--- src/rtl/min_max_ctrl.sv ---
// min_max_ctrl
// Control stage that feeds min_max_top. It holds a checked min/max/com
// configuration, generates the blink oscillator and supplies the displayed
// value, either passed through from val_i or swept between min and max.
//
// Ports
//   clk_i      system clock, all state on the rising edge
//   rst_i      synchronous reset, active high
//   load_i     one-cycle strobe that samples cfg_com_i/cfg_min_i/cfg_max_i
//   cfg_com_i  requested mode (00 normal, 01 linear, 10 all off, 11 all on)
//   cfg_min_i  requested lower bound
//   cfg_max_i  requested upper bound
//   val_i      external value used in pass-through mode
//   sweep_i    1 = internal up/down sweep, 0 = pass-through of val_i
//   osc_en_i   1 = blink enabled, 0 = osc_o held low
//   com_o      mode to min_max_top
//   min_o      lower bound to min_max_top
//   max_o      upper bound to min_max_top
//   val_o      displayed value to min_max_top
//   osc_o      blink oscillator to min_max_top
//   cfg_err_o  sticky flag: the last load was rejected
//
// Value FSM
//   state | meaning
//   HOLD  | val_o follows val_i with one cycle of latency
//   UP    | sweeping upward, one step every SWEEP_DIV cycles
//   DOWN  | sweeping downward, one step every SWEEP_DIV cycles

module min_max_ctrl #(
    parameter int VALSIZE   = 4,
    parameter int OSC_DIV   = 4,
    parameter int SWEEP_DIV = 8
) (
    input  logic               clk_i,
    input  logic               rst_i,
    input  logic               load_i,
    input  logic [1:0]         cfg_com_i,
    input  logic [VALSIZE-1:0] cfg_min_i,
    input  logic [VALSIZE-1:0] cfg_max_i,
    input  logic [VALSIZE-1:0] val_i,
    input  logic               sweep_i,
    input  logic               osc_en_i,
    output logic [1:0]         com_o,
    output logic [VALSIZE-1:0] min_o,
    output logic [VALSIZE-1:0] max_o,
    output logic [VALSIZE-1:0] val_o,
    output logic               osc_o,
    output logic               cfg_err_o
);

    // Counter widths stay at least one bit so a divider of 1 still builds.
    localparam int OSC_W   = (OSC_DIV   > 1) ? $clog2(OSC_DIV)   : 1;
    localparam int SWEEP_W = (SWEEP_DIV > 1) ? $clog2(SWEEP_DIV) : 1;

    localparam logic [OSC_W-1:0]   OSC_LAST   = OSC_W'(OSC_DIV - 1);
    localparam logic [SWEEP_W-1:0] SWEEP_LAST = SWEEP_W'(SWEEP_DIV - 1);

    typedef enum logic [1:0] {
        HOLD = 2'd0,
        UP   = 2'd1,
        DOWN = 2'd2
    } state_t;

    state_t               state_q;
    logic [1:0]           com_q;
    logic [VALSIZE-1:0]   min_q;
    logic [VALSIZE-1:0]   max_q;
    logic [VALSIZE-1:0]   val_q;
    logic                 osc_q;
    logic                 err_q;
    logic [OSC_W-1:0]     osc_cnt_q;
    logic [SWEEP_W-1:0]   sweep_cnt_q;

    logic                 load_ok_d;
    logic [VALSIZE-1:0]   val_inc_d;
    logic [VALSIZE-1:0]   val_dec_d;

    // Strict compare keeps min_o < max_o, which also keeps the sweep from
    // ever wrapping around the value range.
    assign load_ok_d = load_i && (cfg_min_i < cfg_max_i);
    assign val_inc_d = val_q + VALSIZE'(1);
    assign val_dec_d = val_q - VALSIZE'(1);

    always_ff @(posedge clk_i) begin
        if (rst_i) begin
            state_q     <= HOLD;
            com_q       <= 2'b10;
            min_q       <= '0;
            max_q       <= '1;
            val_q       <= '0;
            osc_q       <= 1'b0;
            err_q       <= 1'b0;
            osc_cnt_q   <= '0;
            sweep_cnt_q <= '0;
        end else begin
            // Configuration registers
            if (load_ok_d) begin
                com_q <= cfg_com_i;
                min_q <= cfg_min_i;
                max_q <= cfg_max_i;
                err_q <= 1'b0;
            end else if (load_i) begin
                err_q <= 1'b1;
            end

            // Oscillator; disable wins over the phase restart of a load
            if (!osc_en_i) begin
                osc_q     <= 1'b0;
                osc_cnt_q <= '0;
            end else if (load_ok_d) begin
                osc_q     <= 1'b1;
                osc_cnt_q <= '0;
            end else if (osc_cnt_q == OSC_LAST) begin
                osc_q     <= ~osc_q;
                osc_cnt_q <= '0;
            end else begin
                osc_cnt_q <= osc_cnt_q + OSC_W'(1);
            end

            // Value FSM
            case (state_q)
                HOLD: begin
                    if (sweep_i) begin
                        state_q     <= UP;
                        // A load in the same edge already defines the new min.
                        val_q       <= load_ok_d ? cfg_min_i : min_q;
                        sweep_cnt_q <= '0;
                    end else begin
                        val_q <= val_i;
                    end
                end
                UP, DOWN: begin
                    if (!sweep_i) begin
                        state_q     <= HOLD;
                        val_q       <= val_i;
                        sweep_cnt_q <= '0;
                    end else if (load_ok_d) begin
                        state_q     <= UP;
                        val_q       <= cfg_min_i;
                        sweep_cnt_q <= '0;
                    end else if (sweep_cnt_q == SWEEP_LAST) begin
                        sweep_cnt_q <= '0;
                        // Turn around on the step that lands on the bound so
                        // each bound is shown for a full step period.
                        if (state_q == UP) begin
                            val_q <= val_inc_d;
                            if (val_inc_d == max_q) state_q <= DOWN;
                        end else begin
                            val_q <= val_dec_d;
                            if (val_dec_d == min_q) state_q <= UP;
                        end
                    end else begin
                        sweep_cnt_q <= sweep_cnt_q + SWEEP_W'(1);
                    end
                end
                default: begin
                    state_q     <= HOLD;
                    sweep_cnt_q <= '0;
                end
            endcase
        end
    end

    assign com_o     = com_q;
    assign min_o     = min_q;
    assign max_o     = max_q;
    assign val_o     = val_q;
    assign osc_o     = osc_q;
    assign cfg_err_o = err_q;

endmodule

--- config.mk ---
export PLATFORM = sky130hd
export DESIGN_NAME = min_max_ctrl
export DESIGN_NICKNAME = d
export VERILOG_FILES = /design/src/rtl/min_max_ctrl.sv
export SDC_FILE = /design/constraint.sdc
export NUM_CORES = 1
export LEC_CHECK = 0
export CAP_MARGIN = 10
export CELL_PAD_IN_SITES_DETAIL_PLACEMENT = 0
export CELL_PAD_IN_SITES_GLOBAL_PLACEMENT = 1
export CORE_MARGIN = 3
export CORE_UTILIZATION = 34
export CTS_BUF_LIST = sky130_fd_sc_hd__clkbuf_8
export CTS_CLUSTER_SIZE = 24
export DETAILED_ROUTE_END_ITERATION = 12
export PLACE_DENSITY_LB_ADDON = 0.1
export SETUP_SLACK_MARGIN = 0.2
export SYNTH_ARGS = -nofsm -noshare
export SYNTH_HDL_FRONTEND = slang
export SYNTH_SLANG_ARGS = --single-unit
export TNS_END_PERCENT = 10
--- constraint.sdc ---
create_clock -name clk_i -period 2 [get_ports clk_i]
set_clock_uncertainty 0.05 [all_clocks]
set_input_delay 0.6 -clock clk_i [delete_from_list [all_inputs] [get_ports clk_i]]
set_output_delay 0.6 -clock clk_i [all_outputs]
set_load 0.01 [all_outputs]
# ---- Word level (Yosys, flattened, before mapping)
# Cells that the tools add are included.
dict set report totals {
  register_bits 23
  in_bits 19
  output_inout_bits 16
  elab_cells 58
}
dict set report op_classes {
  addsub 4
  n_lt_le_gt_ge 1
  eq_ne 10
  n_mux 22
  bitwise 2
  n_reduce_logical 10
}
# op n
set ops {}
lappend ops {{$mux 4} 6}
lappend ops {{$mux 2} 7}
lappend ops {{$mux 3} 4}
lappend ops {{$ne 5x5->1 const B} 2}
lappend ops {{$eq 4x4->1} 2}
lappend ops {{$pmux 4 s2} 1}
lappend ops {{$pmux 3 s2} 1}
lappend ops {{$reduce_or 2->1} 3}
lappend ops {{$add 4x1->4 const B} 1}
lappend ops {{$eq 2x2->1 const B} 2}
lappend ops {{$lt 4x4->1} 1}
lappend ops {{$ne 4x4->1 const B} 1}
lappend ops {{$pmux 2 s2} 1}
lappend ops {{$reduce_and 4->1} 1}
lappend ops {{$reduce_bool 2->1} 2}
lappend ops {{$reduce_or 4->1} 1}
lappend ops {{$sub 4x1->4 const B} 1}
lappend ops {{$add 3x1->3 const B} 1}
lappend ops {{$eq 3x3->1 const B} 1}
lappend ops {{$add 2x1->2 const B} 1}
lappend ops {{$eq 2x1->1 const B} 1}
lappend ops {{$logic_not 2->1} 1}
lappend ops {{$mux 1} 2}
lappend ops {{$ne 2x2->1 const B} 1}
lappend ops {{other kinds (3)} 4}

# ---- Depth between registers and ports, before layout
# Gate-level depths: netlist of the first run.
dict set report depth {
  word_depth 8
  ltp_mapped 8
  depth_no_buf 7
}

# ---- Worst setup path after synthesis of the first run
# No wires, ideal clock.
dict set report synth_path {
  kind {input -> register}
  from {input port cfg_max_i[3]}
  to {register state_q[1]}
  setup_ns 0.103
  arrival_ns 1.915
  t_required_ns 1.847
  setup_slack_ns -0.069
  cell_stages 7
  path_buffers 0
  path_cell_list {inv_1 -> ha_1 -> nor4b_2 -> o21ai_2 -> o2111ai_1 -> o22ai_1 -> a2111oi_2}
}
dict set report synth_via {
  elab_chain_len 5
  word_cells_on_any_way 9
  classes_between {order compare: 1; eq/ne: 3; mux: 3; reduce/logical: 2}
}
# element line_no
set synth_rtl {}
lappend synth_rtl {{from (decl)} 39} ;# input logic [VALSIZE-1:0] cfg_max_i,
lappend synth_rtl {{$lt 4x4->1 *} 80} ;# assign load_ok_d = load_i && (cfg_min_i < cfg_max_i);
lappend synth_rtl {{$logic_and 1x1->1 *} 80}
lappend synth_rtl {{$mux 2} 137} ;# end else if (load_ok_d) begin
lappend synth_rtl {{$mux 2} 133} ;# if (!sweep_i) begin
lappend synth_rtl {{$pmux 2 s2} 121} ;# case (state_q)
lappend synth_rtl {{to (signal assigned)} 124} ;# state_q <= UP;
lappend synth_rtl {{to (signal assigned)} 134} ;# state_q <= HOLD;
lappend synth_rtl {{to (signal assigned)} 138} ;# state_q <= UP;
lappend synth_rtl {{to (decl)} 64} ;# state_t state_q;
# Every way passes the cells marked *; elsewhere a longest branch is shown, timed or not.
# A chain may end at the register's enable or synchronous reset.

# ---- Final worst setup path of the first run
dict set report layout_path {
  from {input port cfg_max_i[2]}
  to {register val_q[3] (netlist: val_o[3])}
}
dict set report layout_via {
  elab_chain_len 5
  word_cells_on_any_way 9
  classes_between {order compare: 1; eq/ne: 1; mux: 5; reduce/logical: 2}
}
# element line_no
set layout_rtl {}
lappend layout_rtl {{$lt 4x4->1 *} 80}
lappend layout_rtl {{$logic_and 1x1->1 *} 80}
lappend layout_rtl {{$mux 4 (on tied branches)} -}
lappend layout_rtl {{$mux 4 (on tied branches)} {133, 123}}
lappend layout_rtl {{$pmux 4 s2} 121}
lappend layout_rtl {{to (signal assigned)} 126} ;# val_q <= load_ok_d ? cfg_min_i : min_q;
lappend layout_rtl {{to (signal assigned)} 135} ;# val_q <= val_i;
lappend layout_rtl {{to (signal assigned)} 139} ;# val_q <= cfg_min_i;
lappend layout_rtl {{to (decl)} 68} ;# logic [VALSIZE-1:0] val_q;
# Marks and branches as above.

==> impl_summary.txt, run 1 <==
----------------------------------------------------
[Timing]
  Slew at the pin closest to its max-slew limit ... 0.337 ns
  Post-route worst setup slack ... 0.0512 ns
  Endpoints failing hold ... 0
  Final-report setup violation count ... 0
  Final hold slack ... 0.404 ns
  Max_slew headroom ... 77.4%
  Portion of the clock cycle consumed by the worst path in the final layout ... 97.4%
  Final critical delay including setup and external delays ... 1.95 ns
  Unrepaired setup endpoints after global routing ... true
  Total count of max-transition violations in the final report ... 0
  Peak Freq ... 0.513 GHz

[GRT]
  Number of global-route vias before repair ... 1,509
  Grt total ovfl ... 0
  Initial antenna violation count ... 0
  Overall global routing resource usage ... 17.7%
  First-pass GRT wire length ... 7.31 mm
  Pin count of the biggest net entering global routing ... 14

[Route]
  Detailed Route WL ... 4.37 mm
  Post-route met1 wirelength ... 1.88 mm
  Met2 wirelength from detailed routing ... 2.26 mm
  Final ANT Viol Nets ... 0
  Top routing layer in use ... met4
  Routed len/inst ... 15.8 um
  Number of DRC markers after the initial detailed-route iteration ... 38
  Via count of the routed design ... 1,466
  Total met3 wirelength after detailed routing ... 167 um
  Routed via count divided by cell count ... 5.29
  Number of iterations in the first detailed-routing pass ... 4
  Post-route DRC violation count ... 0

[Finish]
  Area used by sequential logic in the layout ... 468 sq um
  Post-synthesis to final-layout area growth ... 57.4%
  Fraction of layout instances using a drive strength above 1 ... 37.9%
  Antenna Cells ... 0
  Net count, final ... 258
  Multi-input gate area ... 1170 sq um
  # fillers ... 364

[Worst setup path]
  Kind of launch point of the worst setup path ... primary input
  CP peak stage delay ... 0.30 ns
  Top cell family by delay on the critical path ... compound AO/OA/AOI/OAI gates
  Worst endpoint required time ... 2.12 ns
  Biggest fanout along the worst timing path ... 5
  WS Path Type ... primary input to register
  Critical-path cell list ... buf_6 -> buf_6 -> inv_12 -> ha_4 -> nor4b_4 -> o21ai_4 -> a41oi_4 -> buf_6 -> nor2_2 -> a311oi_1
  Crit path arrival time ... 2.07 ns
  Library cell appearing most often on the critical path ... buf_6
  Crit path capture type ... register
  Count of buffering cells on the critical path with inverters included ... 4
  Slowest cell on the critical path ... nor4b_4

[Yosys]
  Netlist area before placement ... 1500 sq um
  Top cell type's share of synthesized area ... 30.6%
  Number of unique standard cell types used by synthesis ... 49
  Cell type with the largest total area after synthesis ... dfxtp_1
  Post-synthesis sequential area ratio ... 30.6%
  Most used DFF post-synth ... dfxtp_1
  Most frequent cell after synthesis ... dfxtp_1
  Synth async-reset ratio ... 0%
  Most frequent cells after synthesis ... dfxtp_1, nand2_1, xnor2_1
  Average cell area after synthesis ... 8.74 sq um
  Number of synthesized register bits ... 23
  Biggest area contributors in the synthesized netlist ... dfxtp_1, ha_1, xnor2_1, nand2_1, nand3b_1
  Net count of the mapped netlist ... 202
  Number of enable flip-flop cells after synthesis ... 0
  Cell count after synthesis ... 172
  Ys Warns ... 0

[Pwr]
  IR drop worst, VDD ... 0.373 mV
  Switching fraction of total power ... 36.0%
  Power density relative to cell area ... 665 nW/um^2
  Sequential power share ... 34.7%
  Switching power ... 566 uW
  Int Power ... 1.01 mW
  Pleak ... 1.09 nW
  Proportion of power drawn by the clock network ... 19.2%
  Relative contribution of combinational cells to total power ... 46.1%

[Placement]
  Pre-CTS setup slack ... -0.601 ns
  PortBufs ... 34
  RePlAce Congestion ... 0.866
  Post-DP HPWL ... 3.21 mm

[Hold path]
  Worst hold-check path type ... register to register

[CTS]
  Clock tree from TritonCTS ... built
  Clock root buffer ... clkbuf_8
  Cts hold-fix bufs ... 0
  Number of clock sinks seen by CTS ... 23
  Maximum buffer depth of the clock tree ... 2
  Clock transition at the register clock pins on the worst setup and hold paths after CTS ... 0.08 ns
  H-tree Lvls ... 1
  Number of buffers created by CTS ... 3
  Worst skew pair latency ... 0.27 ns

[Die]
  Core Rows ... 23
  Die Area ... 5250 sq um
  Height of the chip ... 72.5 um
  Horizontal die dimension ... 72.5 um
  Core footprint ... 4140 sq um
  Starting utilization of the core area ... 36.3%
  I/O pin total ... 35

[Run]
  Total of max-cap violations ... 0

[Outcome]
  Outcome ... complete, no violations

----------------------------------------------------
kinds of logic (layout without fill, tap and decap cells):
logic type / after synthesis / after routing / share of synthesized area (%)
multiplexers: 4 / 4 / 2.75
AND/OR/NAND/NOR: 68 / 68 / 25.5
adder cells (fa/ha/maj): 11 / 11 / 9.16
buffers and inverters: 19 / 73 / 6.83
AO/OA/AOI/OAI: 32 / 33 / 16.4
XOR/XNOR: 15 / 15 / 8.74
flip-flops: 23 / 23 / 30.6
state kept, by name, indices dropped and copies added, names as in the netlist:
signal / cells
com_o: 2
osc_o: 1
val_o: 4
state_q: 2
sweep_cnt_q: 3
cfg_err_o: 1
max_o: 4
osc_cnt_q: 2
min_o: 4
metal layers:
metal	vias up	track usage, %
li1	717	-
met4	0	6.35
met1	709	22.3
met3	7	2.77
met5	-	0
met2	33	30.5
final timing paths:
path           startpoint  endpoint  slack, ns  cells after the start
max reg2reg    state_q[1]  val_o[3]       0.11                      7
max          cfg_max_i[2]  val_o[3]       0.05                     10
min              com_o[0]  com_o[0]       0.40                      2
min reg2reg      com_o[0]  com_o[0]       0.40                      2
worst min-delay path, stage by stage, from the launching register on:
cell and delay [ns]:
dfxtp_1 0.32, nand2_2 0.05, a21oi_1 0.04
per-stage QoR:
step | setup TNS [ns] | utilization, % | instances | power, mW | area [sq um]
3_3_place_gp | -10.64 | 49.9 | 266 | 1.18 | 2070
5_1_grt | -0.100 | 57.1 | 277 | 1.68 | 2360
3_5_place_dp | -11.56 | 49.9 | 266 | 1.19 | 2070
2_1_floorplan | 0 | - | 172 | 0.964 | 1590
6_report | 0 | 57.1 | 277 | 1.57 | 2360
4_1_cts | 0 | 52.5 | 275 | 1.51 | 2180
power by group through the flow:
stage	sequential (mW)	combinational (mW)	clock, mW
finish	0.546	0.725	0.302
global route	0.553	0.790	0.334
global placement	0.548	0.630	0
detailed placement	0.551	0.635	0
floorplan	0.566	0.398	0
CTS	0.540	0.656	0.311
timing repair:
item                       CTS  global route
cloned                       1             0
pin swaps                   14            28
setup endpoints to repair   37            38
resized for setup           32            57
setup buffers                4             2
layout make-up:
| class | count | share of cell area, % |
|---|---|---|
| Clock buffer | 3 | 1.75 |
| Clock inverter | 1 | 0.212 |
| Inverter | 11 | 2.33 |
| Multi-Input combinational cell | 131 | 49.4 |
| Sequential cell | 23 | 19.8 |
| Tap cell | 50 | 2.65 |
| Timing Repair Buffer | 58 | 23.9 |
cells in the final DEF, fill, tap and decap left out, drive strengths merged, types with 5 or more instances in the layout:
master and instances:
xnor2 13, dfxtp 23, clkdlybuf4s50 9, ha 11, nand2b 6, nand3b 7
a21oi 9, nand3 5, inv 10, nor2 10, dlymetal6s2s 17, clkbuf 5
buf 28, nand2 22
Note: power is estimated with default switching activity, not from simulation.
==> run 2, diff against run 1 <==
--- a/config.mk
+++ b/config.mk
@@ -13,6 +13,7 @@
 export CTS_BUF_LIST = sky130_fd_sc_hd__clkbuf_8
 export CTS_CLUSTER_SIZE = 24
 export DETAILED_ROUTE_END_ITERATION = 12
+export GPL_TIMING_DRIVEN = 1
 export PLACE_DENSITY_LB_ADDON = 0.1
 export SETUP_SLACK_MARGIN = 0.2
 export SYNTH_ARGS = -nofsm -noshare
==> results of run 2 <==
No change in the layout: final DEF, timing and power equal those of run 1.
